[src/rtl/branch_resolve_unit.sv]
// ID-stage branch resolution: IF/ID latch, redirect/flush generation, predictor
// update port with 2-bit hysteresis behind a shadow tag table, and branch statistics.
module branch_resolve_unit #(
    parameter int ENTRIES = 32,
    parameter int IDX_W   = 5,
    parameter int CNT_W   = 16
) (
    input  logic             clk,
    input  logic             reset,
    input  logic             pause_i,
    input  logic             if_valid_i,
    input  logic [31:0]      if_pc_4_out,
    input  logic [31:0]      if_bpu_pc,
    input  logic [IDX_W-1:0] if_bpu_index,
    input  logic             id_is_branch,
    input  logic             id_branch_taken,
    input  logic [31:0]      id_branch_target,
    output logic [1:0]       id_bpu_wen,
    output logic [31:0]      if_new_pc,
    output logic [31:0]      id_pc_4_out,
    output logic [IDX_W-1:0] id_bpu_index,
    output logic             redirect_o,
    output logic [31:0]      redirect_pc_o,
    output logic [CNT_W-1:0] branch_cnt,
    output logic [CNT_W-1:0] mispredict_cnt
);

    logic        id_valid;
    logic [31:0] pred_pc;

    logic [1:0]  hcnt      [ENTRIES];
    logic [31:0] tag_tbl   [ENTRIES];
    logic        tag_valid [ENTRIES];

    logic        pred_taken;
    logic [31:0] actual_next;
    logic        is_branch;
    logic        is_alias;
    logic        tag_hit;
    logic [1:0]  cur_cnt;
    logic [1:0]  next_cnt;

    always_comb begin
        pred_taken  = (pred_pc != id_pc_4_out);
        actual_next = id_branch_taken ? id_branch_target : id_pc_4_out;
        is_branch   = id_valid & id_is_branch;
        is_alias    = id_valid & ~id_is_branch & pred_taken;
        cur_cnt     = hcnt[id_bpu_index];
        tag_hit     = tag_valid[id_bpu_index] && (tag_tbl[id_bpu_index] == id_pc_4_out);

        // A tag miss re-seeds the counter weakly toward the observed direction.
        next_cnt = id_branch_taken ? 2'b10 : 2'b01;
        if (tag_hit) begin
            if (id_branch_taken)
                next_cnt = (cur_cnt == 2'b11) ? 2'b11 : cur_cnt + 2'd1;
            else
                next_cnt = (cur_cnt == 2'b00) ? 2'b00 : cur_cnt - 2'd1;
        end

        id_bpu_wen    = 2'b00;
        if_new_pc     = 32'h0;
        redirect_o    = 1'b0;
        redirect_pc_o = id_pc_4_out;
        if (is_branch) begin
            id_bpu_wen    = {1'b1, next_cnt[1]};
            if_new_pc     = id_branch_target;
            redirect_o    = (actual_next != pred_pc);
            redirect_pc_o = actual_next;
        end else if (is_alias) begin
            id_bpu_wen    = 2'b10;
            if_new_pc     = id_pc_4_out;
            redirect_o    = 1'b1;
            redirect_pc_o = id_pc_4_out;
        end
    end

    always_ff @(posedge clk or negedge reset) begin
        if (!reset) begin
            id_valid       <= 1'b0;
            id_pc_4_out    <= 32'h0;
            id_bpu_index   <= '0;
            pred_pc        <= 32'h0;
            branch_cnt     <= '0;
            mispredict_cnt <= '0;
            for (int i = 0; i < ENTRIES; i++) begin
                hcnt[i]      <= 2'b01;
                tag_tbl[i]   <= 32'h0;
                tag_valid[i] <= 1'b0;
            end
        end else if (!pause_i) begin
            id_valid     <= if_valid_i & ~redirect_o;
            id_pc_4_out  <= if_pc_4_out;
            id_bpu_index <= if_bpu_index;
            pred_pc      <= if_bpu_pc;

            if (is_branch) begin
                hcnt[id_bpu_index] <= next_cnt;
                if (!tag_hit) begin
                    tag_tbl[id_bpu_index]   <= id_pc_4_out;
                    tag_valid[id_bpu_index] <= 1'b1;
                end
                branch_cnt <= branch_cnt + CNT_W'(1);
            end else if (is_alias) begin
                hcnt[id_bpu_index]      <= 2'b00;
                tag_valid[id_bpu_index] <= 1'b0;
            end

            if (redirect_o)
                mispredict_cnt <= mispredict_cnt + CNT_W'(1);
        end
    end

endmodule

[config.mk]
export PLATFORM = sky130hd
export DESIGN_NAME = branch_resolve_unit
export DESIGN_NICKNAME = d
export VERILOG_FILES = /design/src/rtl/branch_resolve_unit.sv
export SDC_FILE = /design/constraint.sdc
export NUM_CORES = 2
export LEC_CHECK = 0
export CAP_MARGIN = 20
export CORE_ASPECT_RATIO = 2
export CORE_MARGIN = 2
export CORE_UTILIZATION = 40
export DETAILED_ROUTE_END_ITERATION = 7
export SLEW_MARGIN = 20
export SYNTH_ARGS = -nofsm -noshare
export SYNTH_HDL_FRONTEND = slang
export SYNTH_SLANG_ARGS = --single-unit
[constraint.sdc]
create_clock -name clk -period 4 [get_ports clk]
set_input_delay 0.4 -clock clk [delete_from_list [all_inputs] [get_ports clk]]
set_output_delay 0.4 -clock clk [all_outputs]
set_load 0.02 [all_outputs]
# [After elaboration in Yosys (flattened, before gate mapping)]
# Cells that the tools add are included.
[totals] out_inout_bits=136 elab_cells=171 in_bits=107 register_bits=1222
[op_classes] n_eq_ne=5 bitwise_logic=14 n_lt_le_gt_ge=2 n_addsub=4 reduce_logical=9 mux=35
[ops] op="1024-bit bitwise mux" count=1
[ops] op="32-bit two-way mux" count=10
[ops] op="32-bit binary-select mux with 5-bit select" count=1
[ops] op="32-bit demux with 5-bit select" count=1
[ops] op="64-bit two-way mux" count=2
[ops] op="64-bit AND" count=1
[ops] op="64-bit bitwise mux" count=1
[ops] op="32-bit inequality test" count=2
[ops] op="64-bit inverter" count=1
[ops] op="16-bit by 1-bit adder with 16-bit output (second input constant)" count=2
[ops] op="32-bit AND" count=1
[ops] op="32-bit == test" count=1
[ops] op="32-bit inverter" count=1
[ops] op="32-bit bitwise OR" count=1
[ops] op="2-bit two-way mux" count=10
[ops] op="2-bit binary-select mux with 5-bit select" count=1
[ops] op="2-bit demux with 5-bit select" count=1
[ops] op="6-bit >= comparator (second input constant)" count=1
[ops] op="6-bit by 1-bit less-than comparator with 1-bit output (second input constant)" count=1
[ops] op="5-bit inverter with 6-bit output" count=1
[ops] op="2-bit AND reduction" count=3
[ops] op="3-bit AND reduction" count=2
[ops] op="1-bit binary-select mux with 5-bit select" count=1
[ops] op="1-bit demux with 5-bit select" count=1
[ops] op="10 further kinds" count=21

# [Depth between registers and ports, before layout]
[depth] word_depth=10 depth_mapped=17 mapped_depth_nobuf=10

# [Least setup slack after synthesis]
# Ideal clock, no wire load.
[synth_timing] kind="reg2reg" from="register id_bpu_index[0]" to="register tag_tbl[385] (netlist name)" synth_period_minus_slack_ns=3.718 stages_incl_launch_ff=18 t_required_ns=3.875 path_buffers=7 setup_ns=0.125 arrival_ns=3.593 slack_ns=0.282 path_cell_list="dfrtp_1 > buf_6 > buf_6 > buf_4 > buf_4 > buf_2 > mux2i_1 > o22ai_1 > nor4_1 > nand2_1 > xor2_1 > nor4_1 > nand4_1 > o21a_4 > buf_12 > nand2_8 > buf_12 > mux2_4"
[synth_between] elab_chain_len=8 word_cells_on_any_way=17 classes_between="order compare: 2; eq/ne: 1; mux: 9; bitwise: 2; reduce/logical: 3"
[synth_rtl] element="start: declaration" line="21" text="output logic [IDX_W-1:0] id_bpu_index,"
[synth_rtl] element="start signal: assignment" line="93" text="id_bpu_index <= if_bpu_index;"
[synth_rtl] element="5-bit inverter with 6-bit output (not written as such) *" line="49, 99"
[synth_rtl] element="32-bit binary-select mux with 5-bit select" line="49" text="tag_hit = tag_valid[id_bpu_index] && (tag_tbl[id_bpu_index] == id_pc_4_out);"
[synth_rtl] element="32-bit two-way mux (not written as such) (2 in a row)" line="49"
[synth_rtl] element="32-bit == test" line="49"
[synth_rtl] element="1-bit logical AND" line="49"
[synth_rtl] element="1-bit inverter (no line)"
[synth_rtl] element="3-bit AND reduction (no line)"
[synth_rtl] element="end signal: indexed assignment" line="99" text="tag_tbl[id_bpu_index] <= id_pc_4_out;"
[synth_rtl] element="end: declaration" line="32" text="logic [31:0] tag_tbl [ENTRIES];"
# Every way passes the cells marked *; elsewhere a longest branch is shown, timed or not. The select of a mux whose other input is x is not followed.
# A chain may end at the register's enable or synchronous reset.

# [Worst setup path in the final report]
[layout_timing] from="register id_bpu_index[2]" to="output port id_bpu_wen[0]"
[layout_between] elab_chain_len=9 word_cells_on_any_way=21 classes_between="add/sub: 2; eq/ne: 2; mux: 14; bitwise: 1; reduce/logical: 2"
[layout_rtl] element="5-bit inverter with 6-bit output (not written as such) *" line="48, 49"
[layout_rtl] element="2-bit binary-select mux with 5-bit select" line="48" text="cur_cnt = hcnt[id_bpu_index];"
[layout_rtl] element="2-bit two-way mux (not written as such) (2 in a row)" line="48"
[layout_rtl] element="2-bit by 1-bit subtractor with 2-bit output, or another cell as far along" line="57" text="next_cnt = (cur_cnt == 2'b00) ? 2'b00 : cur_cnt - 2'd1;"
[layout_rtl] element="2-bit two-way mux, on equally long branches" line="57, 55"
[layout_rtl] element="2-bit two-way mux" line="54" text="if (id_branch_taken)"
[layout_rtl] element="2-bit two-way mux *" line="53" text="if (tag_hit) begin"
[layout_rtl] element="2-bit two-way mux *" line="64" text="if (is_branch) begin"
[layout_rtl] element="end: declaration" line="18" text="output logic [1:0] id_bpu_wen,"
# Marked as above.

==> metrics <==
Hold Fails Final Rpt 0; CP endpoint kind primary output; die extent in x 279 µm; DRT iter0 DRCs 3521; largest net degree at the start of global routing 123; worst slew pin tran 1.05 ns; wire length per cell 31.7 µm; CP top delay family simple AND/OR/NAND/NOR gates; share of the synthesized area in the top cell type 49.3%; mean post-synth cell area 13.9 µm²; area delta synth->final 28.7%; Fillers 12500; GRT Util Overall 28.9%; slowest CP cell or4_4; routed wire length 224000 µm; fmax 0.199 GHz; vias per cell 5.78; WP buf/inv 7; Max VDD drop 388 µV; CP peak stage delay 0.52 ns; Syn. warnings 0; FF+latch count, synth 1222; port bufs 242; Core Footprint 150000 µm²; failing checks setup timing; critical path class reg2out; Die Height 554 µm; status finished, violations left; # setup viols final 1114; synth unique cells 53; Post-DP Area 68800 µm²; RSZ-0062 raised after global routing true; root buffer cell clkbuf_16; top area cells in the synthesized netlist dfrtp_1 (49%), mux2_4 (11%), mux2_1 (8.5%); Top cell by count, worst path buf_12; post-route setup TNS -638.77 ns; worst rel slew slack 28.0%; WHS 0.183 ns; critical path required time 3.60 ns; R2R cell count 20; first-pass GRT wire length 322000 µm; H-tree depth 3; final worst-path cycle share 125%; Worst-path clk slew 0.07 ns; Startpoint Class flip-flop; Initial Util 40.3%; CTS sink count 1222; netlist area before placement 60400 µm²; Finished Cell Area 77800 µm²; clk buf depth 3; HPWL after DPL 148000 µm; Antenna Nets Post-Route 0; TritonCTS buffer count 111; final slew viol count 0; CTS tree built; Max-Cap Viols 0; CP Data Arrival Time 4.62 ns; Residual DRC 0; vias post-DR 40900; final worst setup slack -1.02 ns; Crit Path Max Fanout 10; drt first pass iters 7; io pins 243; vias in the first global route 43800; cell type with the largest total area after synthesis dfrtp_1; Post-Synthesis Cells 4332; Hold WC Path Type in2async; reg-to-reg critical path endpoint tag_tbl[83]; syn nets 4441; Period minus WS final 5.02 ns; GP Congestion 0.882; initial antenna violation count 6; Layout Skew 0.0470 ns; Cell Chain, Critical Path buf_4 > or4_4 > buf_12 > buf_12 > o22ai_1 > nor4_2 > and3_1 > nor4_4 > buf_4 > and4_1 > nand4_1 > mux2i_2 > nor2_4 > buf_12 > inv_4 > buf_6; P per Cell Area 420 nW/µm²; worst-skew pair later-pin latency 0.76 ns; DIE AREA 154000 µm²; Overflow after GRT 0; row cnt 201; layout cell share with drive strength beyond 1 39.2%; Static Leak 38.7 nW; fin nets 5157; r2r setup slk -0.80 ns; post-synthesis sequential area ratio 50.7%; worst r2r src id_bpu_index[2]
[sequential cells by signal (all words and copies together), names as in the netlist, named ones only]
register        count
id_bpu_index        5
tag_tbl          1024
hcnt               64
branch_cnt         16
id_pc_4_out        32
id_valid            1
pred_pc            32
mispredict_cnt     16
[cell usage in the layout (no fill, tap or decap), drive strengths merged, types with 6 or more instances in the layout]
cell type,count
clkdlybuf4s50,238
clkbuf,161
bufbuf,17
or4,9
o22ai,236
nand4bb,6
dfrtp,1190
clkinv,33
nand2b,7
a22o,32
bufinv,14
mux4,48
dfstp,32
and3,15
xor2,29
buf,736
mux2i,497
nand3,10
inv,8
diode,9
nand3b,6
xnor2,89
a22oi,22
nor2,48
nand2,267
a21oi,85
mux2,1095
o21ai,71
nand4,21
nor4,68
[worst max path at each step]
stage | startpoint | endpoint | slack [ns] | cells after the start
3_3_place_gp | id_bpu_index[0] | id_bpu_wen[0] | -1.31 | 16
5_1_grt | id_bpu_index[2] | id_bpu_wen[0] | -1.07 | 16
4_1_cts | id_bpu_index[0] | id_bpu_wen[0] | -0.93 | 15
3_5_place_dp | id_bpu_index[0] | id_bpu_wen[0] | -1.24 | 16
6_report | id_bpu_index[2] | id_bpu_wen[0] | -1.02 | 16
2_1_floorplan | id_bpu_index[0] | id_bpu_wen[0] | 0.28 | 16
[timing repair]
item	CTS	global route
setup buffers	114	13
endpoints found under the setup margin	1140	1154
gates cloned	50	5
hold endpoints to repair	44	0
pin swaps	62	26
gates resized for setup	475	42
hold buffers	1	0
[per-stage QoR]
stage	power [W]	worst slack, ns	instances	util, %
2_1_floorplan	0.0177	0.282	4332	-
3_3_place_gp	0.0203	-1.31	6685	45.9
3_5_place_dp	0.0204	-1.24	6685	45.9
4_1_cts	0.0327	-0.928	7053	51.5
5_1_grt	0.0337	-1.07	7077	51.9
6_report	0.0326	-1.02	7081	51.9
[area by class of cell]
cell class / instances / area, µm² / area share [%]
Sequential cell: 1222 / 30600 / 39.4
Multi-Input combinational cell: 2709 / 28500 / 36.6
Timing Repair Buffer: 997 / 12200 / 15.7
Clock buffer: 156 / 3230 / 4.15
Tap cell: 1928 / 2410 / 3.10
Clock inverter: 53 / 756 / 0.972
Inverter: 7 / 28.8 / 0.0370
Antenna cell: 9 / 22.5 / 0.0290
[where the power goes]
group,internal (W),switching [W],total (W)
clock,0.00658,0.00520,0.0118
sequential,0.0136,0.000880,0.0145
combinational,0.00319,0.00315,0.00634
total,0.0234,0.00923,0.0326
[logic make-up (layout without fill, tap and decap cells)]
kind of cell               after synthesis  in the layout  synth area share (%)
AOI/OAI and AO/OA                      453            453                  4.59
xor gates and xnor gates               118            118                  1.71
DFF                                   1222           1222                  50.7
adders and majority gates                2              2                0.0414
and+or+nand+nor                        492            496                  4.80
muxes                                 1640           1640                  33.2
buffers and inverters                  405           1213                  4.95
other                                    0              9                     0
[layer usage]
metal | track usage (%) | part of all wire [%]
met1 | 33.9 | 37
met2 | 47.8 | 48
met3 | 4.34 | 5.4
met4 | 21.4 | 8.7
met5 | 0 | 0
[cells in the mapped netlist, drive strengths merged]
cell / n
dfrtp: 1190
mux2: 1095
mux2i: 497
nand2: 263
o22ai: 236
buf: 212
clkbuf: 186
xnor2: 89
a21oi: 85
o21ai: 71
nor4: 68
mux4: 48
nor2: 48
a22o: 32
dfstp: 32
xor2: 29
a22oi: 22
nand4: 21
and3: 15
nand3: 10
or4: 9
inv: 7
nand2b: 7
nand3b: 6
nand4bb: 6
and3b: 5
nand4b: 5
and4: 4
nor2b: 4
or4b: 4
nor3: 3
nor3b: 3
o21a: 3
or3: 3
a21bo: 2
and2: 2
ha: 2
or3b: 2
a2bb2oi: 1
and4b: 1
nor4b: 1
nor4bb: 1
o31a: 1
or2: 1
Note: power is estimated with default switching activity, not from simulation.
